File: config.mk
export PLATFORM = sky130hd
export DESIGN_NAME = mem_port_arbiter
export DESIGN_NICKNAME = d
export VERILOG_FILES = /design/src/rtl/mem_port_arbiter.sv
export SDC_FILE = /design/constraint.sdc
export NUM_CORES = 1
export LEC_CHECK = 0
export ABC_AREA = 1
export BUFFER_PORTS_ARGS = -buffer_cell sky130_fd_sc_hd__clkbuf_2
export CORE_UTILIZATION = 51
export DETAILED_ROUTE_END_ITERATION = 8
export PLACE_DENSITY_LB_ADDON = 0.15
export SLEW_MARGIN = 20
export SYNTH_ARGS = -nofsm -noshare
export SYNTH_HDL_FRONTEND = slang
export SYNTH_SLANG_ARGS = --single-unit
export TNS_END_PERCENT = 20
File: constraint.sdc
create_clock -name clk -period 2.65 [get_ports clk]
set_input_delay 0.265 -clock clk [delete_from_list [all_inputs] [get_ports clk]]
set_output_delay 0.265 -clock clk [all_outputs]
set_load 0.01 [all_outputs]
File: src/rtl/mem_port_arbiter.sv
// Two-requester memory port arbiter: instruction fetch and data ports
// share one memory bus, data preferred, fetch protected from starvation.
module mem_port_arbiter #(
    parameter int TIMEOUT      = 15,
    parameter int STARVE_LIMIT = 4
) (
    input  logic        clk,
    input  logic        rst,
    input  logic        if_req,
    input  logic [31:0] if_addr,
    output logic        if_ack,
    output logic [31:0] if_rdata,
    input  logic        dm_req,
    input  logic        dm_we,
    input  logic        dm_byte,
    input  logic [31:0] dm_addr,
    input  logic [31:0] dm_wdata,
    output logic        dm_ack,
    output logic [31:0] dm_rdata,
    output logic        err,
    output logic        mem_req,
    output logic        mem_we,
    output logic        mem_byte,
    output logic [31:0] mem_addr,
    output logic [31:0] mem_wdata,
    input  logic [31:0] mem_rdata,
    input  logic        mem_ready
);

    localparam int CW = $clog2(TIMEOUT + 1);

    typedef enum logic [1:0] {IDLE, BUSY_I, BUSY_D, RESP} state_t;

    state_t        state, state_n;
    logic [2:0]    starve_cnt, starve_cnt_n;
    logic [CW-1:0] busy_cnt, busy_cnt_n;

    logic          if_ack_n, dm_ack_n, err_n;
    logic [31:0]   if_rdata_n, dm_rdata_n;
    logic          mem_req_n, mem_we_n, mem_byte_n;
    logic [31:0]   mem_addr_n, mem_wdata_n;

    logic          starve_full, grant_d, grant_i, timeout_hit;

    assign starve_full = (starve_cnt == 3'(STARVE_LIMIT));
    assign grant_d     = dm_req && !(if_req && starve_full);
    assign grant_i     = if_req && !grant_d;
    assign timeout_hit = (busy_cnt == CW'(TIMEOUT));

    // State and registered outputs; reset clears everything and aborts any access
    always_ff @(posedge clk) begin
        if (rst) begin
            state      <= IDLE;
            starve_cnt <= '0;
            busy_cnt   <= '0;
            if_ack     <= 1'b0;
            dm_ack     <= 1'b0;
            err        <= 1'b0;
            if_rdata   <= '0;
            dm_rdata   <= '0;
            mem_req    <= 1'b0;
            mem_we     <= 1'b0;
            mem_byte   <= 1'b0;
            mem_addr   <= '0;
            mem_wdata  <= '0;
        end else begin
            state      <= state_n;
            starve_cnt <= starve_cnt_n;
            busy_cnt   <= busy_cnt_n;
            if_ack     <= if_ack_n;
            dm_ack     <= dm_ack_n;
            err        <= err_n;
            if_rdata   <= if_rdata_n;
            dm_rdata   <= dm_rdata_n;
            mem_req    <= mem_req_n;
            mem_we     <= mem_we_n;
            mem_byte   <= mem_byte_n;
            mem_addr   <= mem_addr_n;
            mem_wdata  <= mem_wdata_n;
        end
    end

    // Next state: grant in IDLE, finish on ready or timeout, one RESP cycle
    always_comb begin
        state_n = state;
        case (state)
            IDLE: begin
                if (grant_d) begin
                    state_n = BUSY_D;
                end else if (grant_i) begin
                    state_n = BUSY_I;
                end
            end
            BUSY_I, BUSY_D: begin
                if (mem_ready || timeout_hit) begin
                    state_n = RESP;
                end
            end
            RESP:    state_n = IDLE;
            default: state_n = IDLE;
        endcase
    end

    // Next values of the registered outputs, counters and request latches
    always_comb begin
        starve_cnt_n = starve_cnt;
        busy_cnt_n   = busy_cnt;
        if_ack_n     = 1'b0;
        dm_ack_n     = 1'b0;
        err_n        = err;
        if_rdata_n   = if_rdata;
        dm_rdata_n   = dm_rdata;
        mem_req_n    = mem_req;
        mem_we_n     = mem_we;
        mem_byte_n   = mem_byte;
        mem_addr_n   = mem_addr;
        mem_wdata_n  = mem_wdata;
        case (state)
            IDLE: begin
                err_n = 1'b0;
                if (grant_d) begin
                    mem_req_n   = 1'b1;
                    mem_we_n    = dm_we;
                    mem_byte_n  = dm_byte;
                    mem_addr_n  = dm_addr;
                    mem_wdata_n = dm_wdata;
                    busy_cnt_n  = CW'(1);
                    if (if_req && starve_cnt != 3'd7) begin
                        starve_cnt_n = starve_cnt + 3'd1;
                    end
                end else if (grant_i) begin
                    mem_req_n    = 1'b1;
                    mem_we_n     = 1'b0;
                    mem_byte_n   = 1'b0;
                    mem_addr_n   = if_addr;
                    mem_wdata_n  = '0;
                    busy_cnt_n   = CW'(1);
                    starve_cnt_n = '0;
                end
            end
            BUSY_I, BUSY_D: begin
                if (mem_ready || timeout_hit) begin
                    mem_req_n  = 1'b0;
                    mem_we_n   = 1'b0;
                    mem_byte_n = 1'b0;
                    err_n      = !mem_ready;
                    if (state == BUSY_I) begin
                        if_ack_n   = 1'b1;
                        if_rdata_n = mem_ready ? mem_rdata : '0;
                    end else begin
                        dm_ack_n = 1'b1;
                        if (!mem_ready) begin
                            dm_rdata_n = '0;
                        end else if (!mem_we) begin
                            dm_rdata_n = mem_rdata;
                        end
                    end
                end else begin
                    busy_cnt_n = busy_cnt + CW'(1);
                end
            end
            RESP: begin
                err_n = 1'b0;
            end
            default: begin
                err_n = 1'b0;
            end
        endcase
    end

endmodule
### Yosys cells after proc, flatten, opt, wreduce, memory -nomap -nowiden

Cells that the tools add are included.

* logic and storage cells: 81
* input bits: 135
* output and inout port bits: 134
* bits in registers: 143

* $add $sub $neg: 2
* equal/unequal tests: 11
* multiplexer cells: 31
* bitwise gates (word level): 3
* reduce and logical (&&, ||, !) cells: 21

Operator list (number)
* 32-bit 2-to-1 mux: 7
* 4-bit 2-to-1 mux: 3
* 3-bit AND reduction: 4
* 1-bit 2-to-1 mux: 9
* 3-bit 2-to-1 mux: 3
* 1-bit case mux with 2 select lines: 4
* 4-bit case mux with 2 select lines: 1
* 2-bit 2-to-1 mux: 3
* 2-bit != test (second input constant): 3
* 3-bit != test (second input constant): 2
* 2-bit case mux with 3 select lines: 1
* 4-bit by 1-bit adder with 4-bit output (second input constant): 1
* 2-bit == test (second input constant): 2
* 4-bit == test (second input constant): 1
* 1-bit logical AND: 4
* 2-bit AND reduction: 2
* 4-bit AND reduction: 1
* 2-bit nonzero test: 2
* 2-bit OR reduction: 2
* 3-bit by 1-bit adder with 3-bit output (second input constant): 1
* 3-bit == test (second input constant): 1
* 1-bit logical NOT: 3
* 1-bit NOT: 3
* 3-bit OR reduction: 1
* 4 further kinds: 4

### Logic depth before layout (Yosys ltp)

* depth after elaboration: 9
* mapped depth: 10
* gate-level depth less buffers: 9

### Worst setup path before layout

Ideal clock, no wire load.

* kind: reg-to-reg
* start point: register state[0]
* end point: register if_rdata[10]
* path buffers: 3
* required time: 2580 ps
* arrival: 1385 ps
* period minus slack after synthesis: 1455 ps
* cell stages (with the launch flop): 8
* path slack: 1195 ps
* library setup time: 70 ps
* path through: dfxtp_1 > inv_1 > ha_1 > buf_2 > buf_2 > buf_2 > nand4_1 > a21oi_1

* cells in the longest elaborated chain, start to end: 3
* elaborated cells between the ends (all ways): 4
* classes of those cells: eq/ne (2); reduce/logical (2)

RTL lines
* from (decl): line 34 `state_t state, state_n;`
* from (signal assigned): line 67 `state <= state_n;`
* 2-bit by 1-bit == test with 1-bit output or 2-bit == test (tied branches): line 118, 147
* 2-bit OR reduction: line 118 `case (state)`
* 3-bit AND reduction (no source line) (*)
* to (signal assigned): line 73 `if_rdata <= if_rdata_n;`
* to (decl): line 12 `output logic [31:0] if_rdata,`

Every way passes the cells marked *; elsewhere a longest branch is shown, timed or not.
A chain may end at the register's enable or synchronous reset.

### Worst setup path in the final report

* start point: register busy_cnt[0]
* end point: register if_rdata[7]

* cells in the longest elaborated chain, start to end: 3

RTL lines
* from (decl): line 36 `logic [CW-1:0] busy_cnt, busy_cnt_n;`
* from (signal assigned): line 69 `busy_cnt <= busy_cnt_n;`
* 4-bit == test: line 48 `assign timeout_hit = (busy_cnt == CW'(TIMEOUT));`
* 1-bit logical OR: line 142 `if (mem_ready || timeout_hit) begin`
* 3-bit AND reduction (no source line)

Every way passes these cells.

==> flow_summary.yaml <==
run_status:
  status: "complete, no violations"
sta:
  period_needed_ps: 1863
  min_period_over_period: 0.7032
  finalClockSkew_ps: 7.056
  finalHoldViolCount: 0
  max_freq_ghz: 0.5366
  max-slew-margin-rel: 0.6302
  totalNegativeSetupSlack_ps: 0
  rsz0062_at_grt: "no"
  maxSlewViolCount: 0
  worst-slew-pin-transition_ps: 554.7
  setup_viol: 0
layout:
  design_area_um2: 8295
  final_layout_size_suffix_gt1_frac: 0.2867
  fillerInstances: 1072
  multiInputGateArea_um2: 2733
  nNetsFinal: 1265
  seqCellArea_um2: 2863
  antenna_cells: 0
  areaGrowthSynthToFinish_pct: 33.08
worst_setup_path:
  critPathMostFrequentCell: "nand3_1"
  path_cells: "ha_1 > nand3_1 > nand2_2 > nand3_1 > buf_4 > nand2_1 > a21oi_1"
  path_class: "flop to flop"
  cp_slowest_cell: "dfxtp_1"
  cpPeakStageDelay_ps: 340
  required_ps: 2990
  reg2reg_setup_slack_ps: 790
  crit_path_start_kind: "flop"
  worstReg2RegEnd: "if_rdata[7]"
  ff2ff_path_depth: 7
  cp.arrival_ps: 2200
  cp-end-kind: "flop"
  critical_path.max_fanout: 33
  r2r_start: "busy_cnt[0]"
pwr:
  ir_drop_v: 0.0005607
  leakage_uw: 0.004223
  p_total_uw: 8406
  power_density_nw_per_um2: 1013
logic_synthesis:
  synth_top_area_share: 0.4593
  synth-async-reset-ratio: 0
  ys_top_cells_by_area: "dfxtp_1 46%, nand2_1 15%, a21oi_1 8.8%, nand3_1 6.6%, nand4_1 6.5%"
  synth_edf_count: 0
  synthFlopType: "dfxtp_1"
  synth_fp_nets: 1031
  syn_area_um2: 6233
  ys_seq_area_frac: 0.4593
  synth-seq-cells: 143
  yosysWarnings: 0
  synth_cell_type_count: 19
  yosysTopAreaCell: "dfxtp_1"
  synthCells: 890
  avgSynthCellArea_um2: 7.004
min_path:
  holdCritStartpoint: "dm_wdata[16]"
  hp-class: "primary input to flop"
  hold_depth: 3
  min_to: "mem_wdata[16]"
placed_design:
  placed_area_um2: 7605
  gp_congestion: 0.8285
  hpwl_mm: 11.94
  port-buffer-count: 268
clock_tree:
  cts_tree: "done"
  clock_latency_ps: 420
  htree_num_levels: 4
  cts_buffers: 17
  post_cts_buffers: 0
  root_buffer: "clkbuf_16"
  postCtsHoldBufs: 0
  cts_buffer_depth: 2
  cts_resized: 0
  clock-sinks: 143
  clkTransAtPathRegs_ps: 60
route:
  vias: 6541
  wl_per_cell_um: 13.47
  drt_iter0_drc: 532
  drtPass1Iterations: 5
  remaining_drc_errors: 0
  via_per_inst: 5.094
  detail_route.wirelength_mm: 17.29
  ant_nets: 0
global_route:
  use_met2: 0.4543
  grt_max_degree: 51
  antenna_found_initial: 0
  grt_pass1_wl_mm: 28.30
  grt_overflow: 0
  grtUsageMet1: 0.3423
  gr-usage-met3: 0.09503
  busiest_layer: "met2"
  grt_pass1_vias: 5755
  grt.total_usage: 0.2798
die:
  initial_core_util: 0.5211
  ios: 269
  die_area_um2: 12670
  core_um2: 11960
  die_height_um: 112.6
  fp.dieW_um: 112.6
  floorplan.rows: 40
job:
  maxCapViolCount: 0
## sequential cells by signal (all words and copies together), names as in the netlist
signal	count
if_ack	1
mem_byte	1
state	2
mem_req	1
if_rdata	32
busy_cnt	4
starve_cnt	3
dm_rdata	32
mem_wdata	32
mem_we	1
mem_addr	32
dm_ack	1
err	1
## through the flow
stage	utilization	hold slack [ps]	worst slack (ps)	cells
6_report	0.6935	82.36	786.5	1284
5_1_grt	0.6935	75.14	606.5	1284
4_1_cts	0.6935	69.23	784.7	1284
3_5_place_dp	0.6358	439.2	836.7	1252
3_3_place_gp	0.6358	438.3	908.1	1252
2_1_floorplan	-	425.9	1195	890
## worst max-delay path by stage
stage                         endpoint  slack (ps)  cells past startpoint        start
after CTS                  if_rdata[7]         780                      7  busy_cnt[0]
after global routing       if_rdata[7]         610                      7  busy_cnt[0]
after global placement    dm_rdata[28]         910                      7  busy_cnt[0]
after detailed placement  if_rdata[12]         840                      7  busy_cnt[0]
final                      if_rdata[7]         790                      7  busy_cnt[0]
after floorplan           if_rdata[10]        1190                      7     state[0]
## report_power, final
part           total [uW]  switching [uW]  internal, uW
Combinational        2850            1880           974
Clock                2800             937          1860
Sequential           2750             214          2540
## cell families after synthesis
kind of cell | Yosys count | synth area share
AOI/OAI and AO/OA | 111 | 0.09153
DFF | 143 | 0.4593
adders and majority gates | 6 | 0.01204
and+or+nand+nor | 480 | 0.3340
buffers and inverters | 150 | 0.1032
## cells in the final DEF (no fill, tap or decap)
cell	n
nand3_2	1
nor3_1	3
clkbuf_1	1
clkbuf_2	267
ha_1	5
buf_12	4
inv_1	77
inv_2	2
nand4_1	65
clkbuf_16	17
nand2_2	3
clkinv_4	1
a21oi_2	1
o21ai_4	1
dfxtp_1	143
nand2_1	251
clkinv_2	2
a21oi_1	109
clkinvlp_4	2
inv_6	2
buf_4	15
nor2_1	75
ha_2	1
bufinv_16	7
nand3_1	82
## Yosys cell counts, types with 2 or more instances
cell	instances
nand2_1	252
dfxtp_1	143
a21oi_1	109
nand3_1	82
inv_1	77
nor2_1	75
nand4_1	65
buf_2	34
clkbuf_1	27
buf_4	8
ha_1	6
nor3_1	3
inv_2	2
nand2_2	2
## final cells by class
cell class / count / area share
Timing Repair Buffer: 286 / 0.1843
Clock inverter: 14 / 0.03152
Multi-Input combinational cell: 597 / 0.3294
Sequential cell: 143 / 0.3451
Inverter: 79 / 0.03575
Clock buffer: 18 / 0.05173
Tap cell: 147 / 0.02217
## layer usage
layer	routed length, um	part of all wire
met1	7252	0.42
met5	0	0
met4	376	0.022
met2	8188	0.47
met3	1477	0.085
## worst max-delay path: cells and delay by family (launching register included)
family,cells,cell delay [ps]
DFF,1,340
AOI/OAI and AO/OA,1,170
adders and majority gates,1,230
buffers and inverters,1,340
and+or+nand+nor,4,700
No activity file was read; power rests on OpenSTA's default activity.
